[config.mk]
export PLATFORM = sky130hd
export DESIGN_NAME = multicycle_controller
export DESIGN_NICKNAME = d
export VERILOG_FILES = /design/src/rtl/multicycle_controller.sv
export SDC_FILE = /design/constraint.sdc
export NUM_CORES = 1
export LEC_CHECK = 0
export CAP_MARGIN = 20
export CORE_MARGIN = 1.5
export CORE_UTILIZATION = 50
export DETAILED_ROUTE_END_ITERATION = 6
export GPL_ROUTABILITY_DRIVEN = 0
export PLACE_DENSITY = 0.93
export SLEW_MARGIN = 20
export SYNTH_ARGS = -nofsm -noshare
export SYNTH_HDL_FRONTEND = slang
export SYNTH_SLANG_ARGS = --single-unit
export TNS_END_PERCENT = 20
[constraint.sdc]
create_clock -name CLK -period 4.7 [get_ports CLK]
set_input_delay 0.94 -clock CLK [delete_from_list [all_inputs] [get_ports CLK]]
set_output_delay 0.94 -clock CLK [all_outputs]
set_load 0.03 [all_outputs]
[src/rtl/multicycle_controller.sv]
// Multicycle RV32I control FSM: sequences fetch, decode, execute, memory and
// writeback over a shared datapath, with a ready/wait memory handshake and a
// stall timeout that parks the FSM in ERROR.
// Handshake: a memory access is requested (mem_read/mem_write) for as long as
// the FSM sits in FETCH, MEM_RD or MEM_WR; it completes in the cycle where
// mem_ready is high, and mem_ready is ignored in every other state.
// Optional macro ILLEGAL_TRAP_EN: unknown opcodes go to TRAP and raise the
// extra trap output; without it they retire as a two-cycle NOP.
module multicycle_controller #(
   parameter int WAIT_MAX = 15,
   parameter int ALUOP_W  = 2
) (
   input  logic               CLK,
   input  logic               RESET,
   input  logic [6:0]         opcode,
   input  logic               zero,
   input  logic               mem_ready,
   output logic               pc_write,
   output logic               ir_write,
   output logic               iord,
   output logic               mem_read,
   output logic               mem_write,
   output logic               mem_to_reg,
   output logic               reg_write,
   output logic [1:0]         alu_src_a,
   output logic [1:0]         alu_src_b,
   output logic [ALUOP_W-1:0] alu_op,
   output logic               pc_source,
   output logic               instr_done,
   output logic               bus_err,
`ifdef ILLEGAL_TRAP_EN
   output logic               trap,
`endif
   output logic [3:0]         state_o
);

   typedef enum logic [3:0] {
      FETCH    = 4'd0,
      DECODE   = 4'd1,
      MEM_ADDR = 4'd2,
      MEM_RD   = 4'd3,
      MEM_WB   = 4'd4,
      MEM_WR   = 4'd5,
      EXEC_R   = 4'd6,
      EXEC_I   = 4'd7,
      ALU_WB   = 4'd8,
      BRANCH   = 4'd9,
      ERROR    = 4'd10,
      TRAP     = 4'd11
   } state_t;

   localparam logic [6:0] OPC_R     = 7'b0110011;
   localparam logic [6:0] OPC_I     = 7'b0010011;
   localparam logic [6:0] OPC_LOAD  = 7'b0000011;
   localparam logic [6:0] OPC_STORE = 7'b0100011;
   localparam logic [6:0] OPC_BR    = 7'b1100011;

   localparam logic [ALUOP_W-1:0] OP_ADD   = ALUOP_W'(0);
   localparam logic [ALUOP_W-1:0] OP_SUB   = ALUOP_W'(1);
   localparam logic [ALUOP_W-1:0] OP_FUNCT = ALUOP_W'(2);

   // Counter must hold WAIT_MAX-1; keep at least one bit when WAIT_MAX is 0 or 1.
   localparam int CW = ($clog2(WAIT_MAX + 1) < 1) ? 1 : $clog2(WAIT_MAX + 1);
   localparam logic [CW-1:0] LIMIT = CW'((WAIT_MAX > 0) ? (WAIT_MAX - 1) : 0);

   state_t        state, next_state;
   logic [CW-1:0] wait_cnt;
   logic          in_mem, stall, tmo_hit, timeout;

   assign in_mem  = (state == FETCH) || (state == MEM_RD) || (state == MEM_WR);
   assign stall   = in_mem && !mem_ready;
   assign tmo_hit = (WAIT_MAX > 0) && stall && (wait_cnt == LIMIT);
   assign state_o = state;

`ifdef ILLEGAL_TRAP_EN
   assign trap = (state == TRAP) && !RESET;
`endif

   // State, wait counter, sticky bus error and retire pulse.
   always_ff @(posedge CLK or posedge RESET) begin
      if (RESET) begin
         state      <= FETCH;
         wait_cnt   <= '0;
         bus_err    <= 1'b0;
         instr_done <= 1'b0;
      end else begin
         state      <= next_state;
         if (next_state != state) wait_cnt <= '0;
         else if (stall)          wait_cnt <= wait_cnt + CW'(1);
         bus_err    <= bus_err | timeout;
         instr_done <= (next_state == FETCH) && (state != FETCH);
      end
   end

   // Next-state and control decode; everything is held at 0 during reset.
   always_comb begin
      next_state = state;
      timeout    = 1'b0;
      pc_write   = 1'b0;
      ir_write   = 1'b0;
      iord       = 1'b0;
      mem_read   = 1'b0;
      mem_write  = 1'b0;
      mem_to_reg = 1'b0;
      reg_write  = 1'b0;
      alu_src_a  = 2'b00;
      alu_src_b  = 2'b00;
      alu_op     = OP_ADD;
      pc_source  = 1'b0;
      case (state)
         FETCH: begin
            mem_read = 1'b1;
            if (mem_ready) begin
               ir_write   = 1'b1;
               pc_write   = 1'b1;
               alu_src_b  = 2'b01;
               next_state = DECODE;
            end else if (tmo_hit) begin
               timeout    = 1'b1;
               next_state = ERROR;
            end
         end
         DECODE: begin
            // PC-relative target lands in ALUOut for a possible branch.
            alu_src_a = 2'b10;
            alu_src_b = 2'b10;
            case (opcode)
               OPC_R:               next_state = EXEC_R;
               OPC_I:               next_state = EXEC_I;
               OPC_LOAD, OPC_STORE: next_state = MEM_ADDR;
               OPC_BR:              next_state = BRANCH;
`ifdef ILLEGAL_TRAP_EN
               default:             next_state = TRAP;
`else
               default:             next_state = FETCH;
`endif
            endcase
         end
         MEM_ADDR: begin
            alu_src_a  = 2'b01;
            alu_src_b  = 2'b10;
            next_state = (opcode == OPC_STORE) ? MEM_WR : MEM_RD;
         end
         MEM_RD: begin
            mem_read = 1'b1;
            iord     = 1'b1;
            if (mem_ready) next_state = MEM_WB;
            else if (tmo_hit) begin
               timeout    = 1'b1;
               next_state = ERROR;
            end
         end
         MEM_WB: begin
            reg_write  = 1'b1;
            mem_to_reg = 1'b1;
            next_state = FETCH;
         end
         MEM_WR: begin
            mem_write = 1'b1;
            iord      = 1'b1;
            if (mem_ready) next_state = FETCH;
            else if (tmo_hit) begin
               timeout    = 1'b1;
               next_state = ERROR;
            end
         end
         EXEC_R: begin
            alu_src_a  = 2'b01;
            alu_op     = OP_FUNCT;
            next_state = ALU_WB;
         end
         EXEC_I: begin
            alu_src_a  = 2'b01;
            alu_src_b  = 2'b10;
            alu_op     = OP_FUNCT;
            next_state = ALU_WB;
         end
         ALU_WB: begin
            reg_write  = 1'b1;
            next_state = FETCH;
         end
         BRANCH: begin
            alu_src_a  = 2'b01;
            alu_op     = OP_SUB;
            pc_source  = 1'b1;
            pc_write   = zero;
            next_state = FETCH;
         end
         default: next_state = state;
      endcase
      if (RESET) begin
         timeout    = 1'b0;
         pc_write   = 1'b0;
         ir_write   = 1'b0;
         iord       = 1'b0;
         mem_read   = 1'b0;
         mem_write  = 1'b0;
         mem_to_reg = 1'b0;
         reg_write  = 1'b0;
         alu_src_a  = 2'b00;
         alu_src_b  = 2'b00;
         alu_op     = OP_ADD;
         pc_source  = 1'b0;
      end
   end

endmodule
==> summary.txt <==
Run status
  • Status: finished clean

Routing
  • Via count: 1033
  • Vias per cell: roughly 6.2
  • Routed WL: approximately 2.7 mm
  • DRC: 0
  • Starting DRT DRC Count: 65
  • Total iterations of the first detailed-routing run: 4
  • ANT nets after route: 0
  • DR WL/cell: 16.11 um

Floorplanning
  • I/O pins: 31
  • Chip Width: 48.05 um
  • Vert. Die Dim: 48.05 um
  • Row cnt: 16
  • Starting density of the core: 0.5226
  • Area of the core: around 0.0019 sq mm
  • Die area: 0.002309 sq mm

Clocking
  • CTS sink count: 10
  • Worst-case clock buffer depth: 2
  • CTS Root Cell: clkbuf_4
  • CTS tree: built
  • Clock transition at path regs: approximately 60 ps
  • Worst skew pair latency: 270 ps
  • Setup Buffers After CTS: 0
  • CTS hold repair buffers: 0
  • Post_cts resized: 0
  • Number of CTS-inserted buffers: 3
  • CTS HTree Levels: 1

Synthesis
  • Most common flop cell mapped by yosys: dfrtp_1
  • Register area share after synthesis: 0.2466
  • Synth warn: 0
  • Most numerous cell in the Yosys netlist: dfrtp_1
  • EDFF count, synth: 0
  • Library cells used by synthesis: 48
  • Post-Synthesis Cells: 121
  • Share of the synthesized area in the top cell type: 0.2466
  • Number of synthesized register bits: 10
  • Ranking of synthesized cells by area: dfrtp_1 25%, nor3_1 4.4%, a211oi_1 3.7%
  • Synth Net Count: 134
  • Cell area after synthesis: 0.001015 sq mm
  • Ys async rst share: 1.000
  • Top cells by count, synth: 10 x dfrtp_1, 9 x nand2_1, 9 x nor2_1, 9 x nor3_1
  • Syn avg cell area: 8.386 sq um
  • Area leader, netlist: dfrtp_1

Min path
  • Min-delay worst type: flop to flop

Timing
  • Final setup TNS: 0 ps
  • Slew of the pin with the lowest slew margin: 623.3 ps
  • Final worst slack: 974.9 ps
  • Skew final: roughly 1.9 ps
  • RSZ-0062 raised after global routing: no
  • Achievable Freq: between 200 and 300 MHz
  • Tmin final: 3725 ps
  • Setup violators final: 0
  • Slew HR: 0.5845
  • Hold_ws: 465.7 ps
  • Fin. Hold Viols: 0
  • Crit share post-route: 0.7926
  • Slew Limit Fails: 0

Global route
  • Largest net degree at the start of global routing: 25
  • Initial antenna violation count: 0
  • GRT overflow: 0
  • Number of global-route vias before repair: between 900 and 1000
  • Total track usage: 0.2611
  • First-pass GRT wire length: 4.146 mm

Layout
  • Inserted Diodes: 0
  • Seq. cell area: 250.2 sq um
  • Non-Filler Cell Area, Final: 0.001294 sq mm
  • P&R area growth vs syn: 27.50%
  • Share of post-route cells with drive strength above 1: 0.09286
  • Finished Layout Cells: 167
  • Nets: 155
  • Filler cells: roughly 170
  • Area of the multi-input gates: 668.1 sq um

Setup path
  • Crit-path cells: clkdlybuf4s50_1 > inv_1 > and3_1 > clkdlybuf4s50_1
  • Slowest CP cell: clkdlybuf4s50_1
  • Critical Path RT: 3760 ps
  • Crit start category: input port
  • Worst-path fanout max: 12
  • Slowest stage delay, CP: 670 ps
  • Worst path most repeated cell: clkdlybuf4s50_1
  • Critical setup path kind: input port to output port
  • Setup crit end kind: output port
  • Worst Path Arrival: 2790 ps

Placed design
  • Place WS: 953.8 ps
  • I/O Buffers: 30
  • Dpl hpwl: 1.943 mm
  • Post-Place Cells: 164
  • Placed Area: 0.001271 sq mm

Power and ir drop
  • Worst vdd ir: around 0.00017 V
  • Pwr Density: 128.4 mW/mm^2
  • LEAKAGE: 0.4985 nW
  • Sw power: 0.00004004 W
  • Switching share of power: 0.2411
  • Internal cell power: approximately 0.00013 W
  • Combinational Power Share: 0.115
  • Reg power frac: 0.518
  • Clock share of power: 0.367

Job
  • Maxcap violations: 0
placed cells by master, fill, tap and decap left out, types with 4 or more instances in the layout:
cell	n
nor2b_1	4
o21ai_0	4
inv_1	5
a211oi_1	5
clkdlybuf4s50_1	30
nand2_1	9
dfrtp_1	10
nor2_1	9
nor3_1	9
a21oi_1	5
power groups by stage:
stage	logic, W	clock network [W]	registers [W]
after detailed placement	0.0000189	0	0.0000877
after floorplan	0.00000785	0	0.0000877
final	0.0000192	0.0000609	0.0000860
after CTS	0.0000189	0.0000587	0.0000861
after global routing	0.0000206	0.0000610	0.0000860
after global placement	0.0000178	0	0.0000877
state kept, by name (all words and copies together) (netlist names):
signal / count
wait_cnt: 4
instr_done: 1
state_o: 4
bus_err: 1
final timing paths:
kind	end	slack, ps	cells after the start	from
setup / recovery	reg_write	970	4	RESET
min in group asynchronous	state_o[1]$_DFF_PP0_	1190	2	RESET
hold reg to reg	bus_err$_DFF_PP0_	470	1	bus_err$_DFF_PP0_
max in group asynchronous	wait_cnt[2]$_DFFE_PP0P_	3210	2	RESET
hold / removal	bus_err$_DFF_PP0_	470	1	bus_err$_DFF_PP0_
setup reg to reg	instr_done$_DFF_PP0_	2500	5	state_o[1]$_DFF_PP0_
routing by layer:
layer	vias up	track usage	wire, um
met5	-	0	0
met2	68	0.4453	1313
li1	473	-	-
met1	480	0.3204	1055
met4	0	0.09189	74
met3	12	0.06038	247
metrics by stage:
stage          utilization   power [W]
2_1_floorplan            -  0.00009552
3_3_place_gp        0.6546   0.0001054
3_5_place_dp        0.6546   0.0001065
4_1_cts             0.6662   0.0001637
5_1_grt             0.6662   0.0001675
6_report            0.6662   0.0001661
critical path: cells and delay by family:
kind	cells	cell delay, ps
simple gates	1	220
buf+inv	3	1620
cell type report:
type / instances / share of cell area
Clock buffer: 3 / 0.01741
Inverter: 5 / 0.01451
Tap cell: 27 / 0.02611
Multi-Input combinational cell: 92 / 0.5164
Sequential cell: 10 / 0.1934
Timing Repair Buffer: 30 / 0.2321
logic make-up (layout without fill, tap and decap cells):
family / Yosys count / after routing / share of synthesized area
AOI/OAI and AO/OA: 30 / 30 / 0.2491
xor gates and xnor gates: 5 / 5 / 0.04316
adders and majority gates: 2 / 2 / 0.02466
buffers and inverters: 19 / 38 / 0.09494
DFF: 10 / 10 / 0.2466
muxes: 1 / 1 / 0.009865
and+or+nand+nor: 54 / 54 / 0.3317
Note: power is estimated with default switching activity, not from simulation.
